### config.mk
export PLATFORM = sky130hd
export DESIGN_NAME = clk_sel_ctrl
export DESIGN_NICKNAME = d
export VERILOG_FILES = /design/src/rtl/clk_sel_ctrl.sv
export SDC_FILE = /design/constraint.sdc
export NUM_CORES = 1
export LEC_CHECK = 0
export CORE_ASPECT_RATIO = 0.75
export CORE_MARGIN = 4
export CORE_UTILIZATION = 50
export DETAILED_ROUTE_END_ITERATION = 12
export PLACE_DENSITY = 0.69
export SLEW_MARGIN = 20
export SYNTH_ARGS = -nofsm -noshare
export SYNTH_HDL_FRONTEND = slang
export SYNTH_SLANG_ARGS = --single-unit
export TNS_END_PERCENT = 5
### constraint.sdc
create_clock -name clk -period 4.6 [get_ports clk]
set_input_delay 0.92 -clock clk [delete_from_list [all_inputs] [get_ports clk]]
set_output_delay 0.92 -clock clk [all_outputs]
set_load 0.02 [all_outputs]
### src/rtl/clk_sel_ctrl.sv
// clk_sel_ctrl: control stage upstream of the glitch-free two-source clock mux.
//
// Accepts source-select requests over valid/ready, checks the target source is
// healthy (synchronized ok flags), drives the mux select, waits a settle interval,
// then enforces a minimum dwell time before the next switch.
//
// Ports:
//   clk          control clock, always running
//   rst          asynchronous reset, active-high
//   req_valid    select request valid
//   req_sel      requested source: 1 = clka, 0 = clkb
//   req_ready    request accepted when req_valid && req_ready
//   ok_a, ok_b   asynchronous source health flags
//   en           registered mux select: 1 = clka, 0 = clkb
//   cur_sel      committed source, updates at switch_done
//   busy         high while settling or dwelling
//   switch_done  one-cycle pulse at end of settle, or on a same-source accept
//   err_reject   one-cycle pulse when a request is refused
//   switch_cnt   number of real switches, saturating at 255
//   fail_event   (only with CLK_SEL_FAILOVER_EN) pulse when an autonomous
//                failover switch starts
//
// Optional feature macro: CLK_SEL_FAILOVER_EN

module clk_sel_ctrl #(
    parameter int unsigned SETTLE_CYCLES = 16,
    parameter int unsigned DWELL_CYCLES  = 64,
    parameter int unsigned SYNC_STAGES   = 2,
    parameter int unsigned CNT_W         = 8
) (
    input  logic       clk,
    input  logic       rst,
    input  logic       req_valid,
    input  logic       req_sel,
    output logic       req_ready,
    input  logic       ok_a,
    input  logic       ok_b,
    output logic       en,
    output logic       cur_sel,
    output logic       busy,
    output logic       switch_done,
    output logic       err_reject,
    output logic [7:0] switch_cnt
`ifdef CLK_SEL_FAILOVER_EN
    ,
    output logic       fail_event
`endif
);

    localparam logic [CNT_W-1:0] SETTLE_LOAD = CNT_W'(SETTLE_CYCLES - 1);
    localparam logic [CNT_W-1:0] DWELL_LOAD  = (DWELL_CYCLES == 0) ? '0 :
                                               CNT_W'(DWELL_CYCLES - 1);

    typedef enum logic [1:0] {StIdle, StSettle, StDwell} state_e;

    state_e                 r_state;
    state_e                 w_state_nxt;
    logic [CNT_W-1:0]       r_cnt;
    logic [CNT_W-1:0]       w_cnt_nxt;

    logic [SYNC_STAGES-1:0] r_sync_a;
    logic [SYNC_STAGES-1:0] r_sync_b;
    logic                   w_ok_a_s;
    logic                   w_ok_b_s;

    logic                   r_en;
    logic                   r_cur_sel;
    logic                   r_switch_done;
    logic                   r_err_reject;
    logic [7:0]             r_switch_cnt;

    logic                   w_failover;
    logic                   w_accept;
    logic                   w_target_ok;
    logic                   w_start;
    logic                   w_new_en;
    logic                   w_settle_end;
    logic                   w_done_nxt;
    logic                   w_rej_nxt;

    // Health flags are asynchronous; every decision uses the synchronized copies.
    always_ff @(posedge clk or posedge rst) begin
        if (rst) begin
            r_sync_a <= '0;
            r_sync_b <= '0;
        end else begin
            r_sync_a <= {r_sync_a[SYNC_STAGES-2:0], ok_a};
            r_sync_b <= {r_sync_b[SYNC_STAGES-2:0], ok_b};
        end
    end

    assign w_ok_a_s = r_sync_a[SYNC_STAGES-1];
    assign w_ok_b_s = r_sync_b[SYNC_STAGES-1];

`ifdef CLK_SEL_FAILOVER_EN
    // Committed source unhealthy while the other one is healthy.
    assign w_failover = (r_state == StIdle) &&
                        (r_cur_sel ? (!w_ok_a_s && w_ok_b_s) : (!w_ok_b_s && w_ok_a_s));
`else
    assign w_failover = 1'b0;
`endif

    // State register.
    always_ff @(posedge clk or posedge rst) begin
        if (rst) begin
            r_state <= StIdle;
            r_cnt   <= '0;
        end else begin
            r_state <= w_state_nxt;
            r_cnt   <= w_cnt_nxt;
        end
    end

    // Next-state logic.
    always_comb begin
        w_state_nxt = r_state;
        w_cnt_nxt   = r_cnt;
        case (r_state)
            StIdle: begin
                if (w_start) begin
                    w_state_nxt = StSettle;
                    w_cnt_nxt   = SETTLE_LOAD;
                end
            end
            StSettle: begin
                if (r_cnt == '0) begin
                    w_state_nxt = (DWELL_CYCLES == 0) ? StIdle : StDwell;
                    w_cnt_nxt   = DWELL_LOAD;
                end else begin
                    w_cnt_nxt = r_cnt - CNT_W'(1);
                end
            end
            StDwell: begin
                if (r_cnt == '0) begin
                    w_state_nxt = StIdle;
                end else begin
                    w_cnt_nxt = r_cnt - CNT_W'(1);
                end
            end
            default: begin
                w_state_nxt = StIdle;
                w_cnt_nxt   = '0;
            end
        endcase
    end

    // Outputs and decode of the registered pulse/select updates.
    always_comb begin
        // Failover wins over a coincident request; the request stays pending.
        req_ready    = (r_state == StIdle) && !rst && !w_failover;
        busy         = (r_state != StIdle);
        w_accept     = req_valid && req_ready;
        w_target_ok  = req_sel ? w_ok_a_s : w_ok_b_s;
        w_start      = w_failover || (w_accept && (req_sel != r_cur_sel) && w_target_ok);
        w_new_en     = w_failover ? ~r_cur_sel : req_sel;
        w_settle_end = (r_state == StSettle) && (r_cnt == '0);
        w_done_nxt   = w_settle_end || (w_accept && (req_sel == r_cur_sel));
        w_rej_nxt    = w_accept && (req_sel != r_cur_sel) && !w_target_ok;
    end

    always_ff @(posedge clk or posedge rst) begin
        if (rst) begin
            r_en          <= 1'b0;
            r_cur_sel     <= 1'b0;
            r_switch_done <= 1'b0;
            r_err_reject  <= 1'b0;
            r_switch_cnt  <= 8'd0;
        end else begin
            r_switch_done <= w_done_nxt;
            r_err_reject  <= w_rej_nxt;
            if (w_start) begin
                r_en <= w_new_en;
            end
            if (w_settle_end) begin
                r_cur_sel <= r_en;
                if (r_switch_cnt != 8'hFF) begin
                    r_switch_cnt <= r_switch_cnt + 8'd1;
                end
            end
        end
    end

`ifdef CLK_SEL_FAILOVER_EN
    logic r_fail_event;

    always_ff @(posedge clk or posedge rst) begin
        if (rst) begin
            r_fail_event <= 1'b0;
        end else begin
            r_fail_event <= w_failover;
        end
    end

    assign fail_event = r_fail_event;
`endif

    assign en          = r_en;
    assign cur_sel     = r_cur_sel;
    assign switch_done = r_switch_done;
    assign err_reject  = r_err_reject;
    assign switch_cnt  = r_switch_cnt;

endmodule

# Word level (Yosys, flattened, before mapping)
# Index checks and enable logic that the tools add are counted.
# W data, S select, Z words.
[word_totals]
reg_bits = 26
[classes]
addsub = 2
n_eq_ne = 9
reduce_logical = 16
mux = 9
[op_table]
columns = ["op", "n"]
rows = [
  ["$mux W8", 3],
  ["$pmux W8 S3", 1],
  ["$add A8 B1 Y8 const B", 1],
  ["$logic_not A8 Y1", 1],
  ["$ne A2 B2 Y1 const B", 4],
  ["$ne A8 B8 Y1 const B", 1],
  ["$sub A8 B1 Y8 const B", 1],
  ["$logic_and A1 B1 Y1", 7],
  ["$mux W2", 3],
  ["$pmux W2 S3", 1],
  ["$reduce_and A2 Y1", 2],
  ["$reduce_and A3 Y1", 1],
  ["$eq A2 B1 Y1 const B", 1],
  ["$eq A2 B2 Y1 const B", 1],
  ["$logic_not A1 Y1", 2],
  ["$logic_not A2 Y1", 1],
  ["$reduce_bool A2 Y1", 1],
  ["$eq A1 B1 Y1", 1],
  ["$logic_or A1 B1 Y1", 1],
  ["$mux W1", 1],
  ["$ne A1 B1 Y1", 1],
]

# Logic depth before layout (Yosys ltp)
[logic_depth]
word_depth = 7
mapped_depth = 7

# Worst setup path before layout
# No wires, ideal clock.
[synth_path]
kind = "reg-to-output"
start = "register r_state[1]"
end = "output port req_ready"
arrival_ns = 1.213
stages_incl_launch_ff = 4
n_path_buf = 1
setup_slack_ns = 2.467
cell_sequence = "dfrtp_1 clkbuf_1 or2_2 nor2_1"
[synth_via]
elab_chain_cells = 2
[synth_lines]
columns = ["element", "line_no", "source"]
rows = [
  ["start, declared", "56", "state_e r_state;"],
  ["start signal, assigned", "106", "r_state <= StIdle;"],
  ["start signal, assigned", "109", "r_state <= w_state_nxt;"],
  ["$logic_not A2 Y1", "150", "req_ready = (r_state == StIdle) && !rst && !w_failover;"],
  ["$logic_and A1 B1 Y1", "150", ""],
  ["end, declared", "35", "output logic req_ready,"],
]
# No other way between the ends.

# Final worst setup path
[layout_path]
start = "input port rst"
end = "output port req_ready"
[layout_via]
elab_chain_cells = 2
[layout_lines]
columns = ["element", "line_no", "source"]
rows = [
  ["start, declared", "32", "input logic rst,"],
  ["$logic_not A1 Y1 (no source line)", "-", ""],
  ["$logic_and A1 B1 Y1", "150", ""],
]
# No other way between the ends.

==> impl_metrics.env <==
export IMPL_outcome="finished clean"
export IMPL_routed_via_density=6.06
export IMPL_avgSynthCellArea_um2=10.0
export IMPL_synth_compound_area_share_pct=17.5
export IMPL_clk_pin_slew_ns=0.09
export IMPL_critPathCaptureType="output port"
export IMPL_worstPathMaxFanout=4
export IMPL_final_nets=177
export IMPL_initialDrtViolationCount=141
export IMPL_power_static_leakage_uw=0.000716
export IMPL_coreArea_um2=2940
export IMPL_synth_edf_count=0
export IMPL_grt_ovfl_total=0
export IMPL_slew_violations=0
export IMPL_synth_fa_ha_area_share_pct=2.47
export IMPL_syn_to_final_growth_pct=18.2
export IMPL_cap_violations=0
export IMPL_gp_congestion=0.873
export IMPL_synthSimpleGateAreaFrac_pct=24.2
export IMPL_cts_buffer_depth=2
export IMPL_synth_top_family_by_area="simple AND/OR/NAND/NOR gates"
export IMPL_ios=20
export IMPL_drc_errors=0
export IMPL_seq_area_frac_synth_pct=42.8
export IMPL_synth_area_um2=1520
export IMPL_cts_root_buf="clkbuf_8"
export IMPL_hold_viol_final=0
export IMPL_placement_io_buffers=19
export IMPL_post_cts_setup_buffers=0
export IMPL_cp_slowest_cell="clkdlybuf4s50_1"
export IMPL_clock_fmax_ghz=0.327
export IMPL_ys_types=53
export IMPL_rsz0062_at_grt="false"
export IMPL_hold_buffers=0
export IMPL_min_period_ns=3.06
export IMPL_rows=17
export IMPL_async_flop_share_pct=100
export IMPL_synth_xor_area_share_pct=5.19
export IMPL_drive_gt1_share_pct=11.4
export IMPL_holdWs_ns=0.357
export IMPL_muxShareOfSynthArea_pct=3.70
export IMPL_synth_top_area_cell="dfrtp_1"
export IMPL_tritoncts="built"
export IMPL_cp_data_required_time_ns=3.68
export IMPL_power_internal_uw=351
export IMPL_numCtsBuffers=3
export IMPL_synth_warnings=0
export IMPL_die_h_um=55.8
export IMPL_yosys_top_cells_area="dfrtp_1, mux2_2, xor2_1"
export IMPL_hpwl_mm=2.38
export IMPL_die_area_um2=4000
export IMPL_cpMostUsedCell="clkdlybuf4s50_1"
export IMPL_cts_resized=0
export IMPL_ir_drop_uv=145
export IMPL_wl_per_cell_um=16.0
export IMPL_fin_crit_sh_pct=66.5
export IMPL_synthCells=152
export IMPL_synth_top_area_share_pct=42.8
export IMPL_power_frac_comb_pct=2.9
export IMPL_ys_seq_elements=26
export IMPL_cp_top_family="buffers and inverters"
export IMPL_max_stage_delay_ns=0.61
export IMPL_num_antenna_cells=0
export IMPL_layout_setup_ws_ns=1.54
export IMPL_instances_no_fill=205
export IMPL_chipWidth_um=71.7
export IMPL_routed_wirelength_mm=3.27
export IMPL_grt_pass1_wl_mm=5.62
export IMPL_final_antenna_net_count=0
export IMPL_initial_utilization_pct=51.8
export IMPL_dp_slack_ns=1.56
export IMPL_finalSetupViolations=0
export IMPL_dr_pass1_iters=4
export IMPL_insertion_delay_ns=0.27
export IMPL_power_density_nw_per_um2=239
export IMPL_setup_tns_final_ns=0
export IMPL_dpl_cell_count=201
export IMPL_start_kind="input pin"
export IMPL_vias=1242
export IMPL_relSlewSlack_pct=39.2
export IMPL_power_share_sequential_pct=53.7
export IMPL_path_cells="clkdlybuf4s50_1 -> nor2_1 -> clkdlybuf4s50_1"
export IMPL_critical_path_class="in2out"
export IMPL_syn_num_nets=161
export IMPL_switching_share_pct=18.3
export IMPL_ys_flop_type="dfrtp_1"
export IMPL_p_sw_uw=78.6
export IMPL_skew_ns=0.00489
export IMPL_grt_pass1_vias=1134
export IMPL_cts_sinks=26
export IMPL_worstPathBufferInverterCount=2
export IMPL_clkPwrFrac_pct=43.4
export IMPL_grt_max_degree=27
export IMPL_antenna_found_initial=0
export IMPL_grt_usage_pct=17.8
export IMPL_cp_arrival_ns=2.14
export IMPL_cts_max_level=1
export IMPL_min_path_type="reg2reg"
export IMPL_tightest_slew_ns=0.906
-- cells by family (layout without fill, tap and decap cells) --
| kind of cell | count (synthesis) | after routing |
|---|---|---|
| XOR/XNOR | 9 | 9 |
| AO/OA/AOI/OAI | 38 | 38 |
| adder cells (fa/ha/maj) | 3 | 3 |
| AND/OR/NAND/NOR | 55 | 55 |
| multiplexers | 5 | 5 |
| buffers and inverters | 16 | 31 |
| flip-flops | 26 | 26 |
-- cell type report --
type,instances,area (um^2)
sequential,26,651
fill,250,1140
timing repair buffer,19,190
tap,38,47.5
clock buffer,3,41.3
inverter,8,30.0
clock inverter,1,30.0
multi-input combinational,110,807
-- Yosys cell counts (2+ instances only) --
cell      number
buf_2          2
nand3_1        8
a221oi_1       2
o31a_1         2
nor2_1         9
nand2_1        8
mux2_2         5
o21ai_0        8
xnor2_1        4
a21oi_1        6
ha_1           3
nand4b_1       2
nor4_1         2
a31oi_1        2
a211oi_1       2
xor2_1         5
clkbuf_1       6
o211ai_1       4
nor3_1         5
dfrtp_1       26
inv_1          8
nor2b_1        2
-- cells in the final DEF (no fill, tap or decap), types with 3 or more instances in the layout --
cell type,n
dfrtp_1,26
clkdlybuf4s50_1,19
nor2_1,9
nand3_1,8
nand2_1,8
o21ai_0,8
inv_1,7
a21oi_1,6
xor2_1,5
mux2_2,5
nor3_1,5
xnor2_1,4
o211ai_1,4
ha_1,3
clkbuf_8,3
-- worst reg2reg max path: cells and delay by family (launching register included) --
family	cells	cell delay, ns
xor+xnor	1	0.14
fa+ha+maj	1	0.22
buf+inv	1	0.16
flops	1	0.45
simple gates	3	1.18
-- flip-flops by register name, indices dropped and copies added, names as in the netlist --
signal / count
cur_sel: 1
en: 1
r_cnt: 8
r_sync_a: 2
r_sync_b: 2
switch_done: 1
switch_cnt: 8
err_reject: 1
r_state: 2
-- through the flow --
step | util [%] | cell area [um^2] | total power (uW)
floorplan | - | 1520 | 241
global placement | 58.8 | 1730 | 248
detailed placement | 58.8 | 1730 | 248
CTS | 61.2 | 1800 | 437
global route | 61.2 | 1800 | 452
finish | 61.2 | 1800 | 430
-- metal layers --
layer,part of all wire [%],track usage (%),vias up,wire length (um)
met4,0.58,3.22,0,19
met1,48,27.2,614,1580
met3,6.1,5.96,2,201
met5,0,0,-,0
li1,-,-,593,-
met2,45,24.3,33,1470
-- power by group through the flow --
stage	logic, uW	clock network [uW]	registers, uW
2_1_floorplan	6.00	0	235
3_3_place_gp	12.5	0	235
3_5_place_dp	12.8	0	236
4_1_cts	12.8	193	231
5_1_grt	14.2	206	231
6_report	12.4	187	231
-- worst paths after layout --
kind	slack, ns	startpoint	endpoint	cells after the start
setup / recovery	1.54	rst	req_ready	3
hold reg to reg	0.36	r_sync_a[0]	r_sync_a[1]	0
min in group asynchronous	1.15	rst	switch_cnt[7]	2
max in group asynchronous	3.03	rst	r_cnt[4]	2
setup reg to reg	2.35	r_cnt[0]	switch_cnt[5]	6
hold / removal	0.36	r_sync_a[0]	r_sync_a[1]	0
No activity file was read; power rests on OpenSTA's default activity.
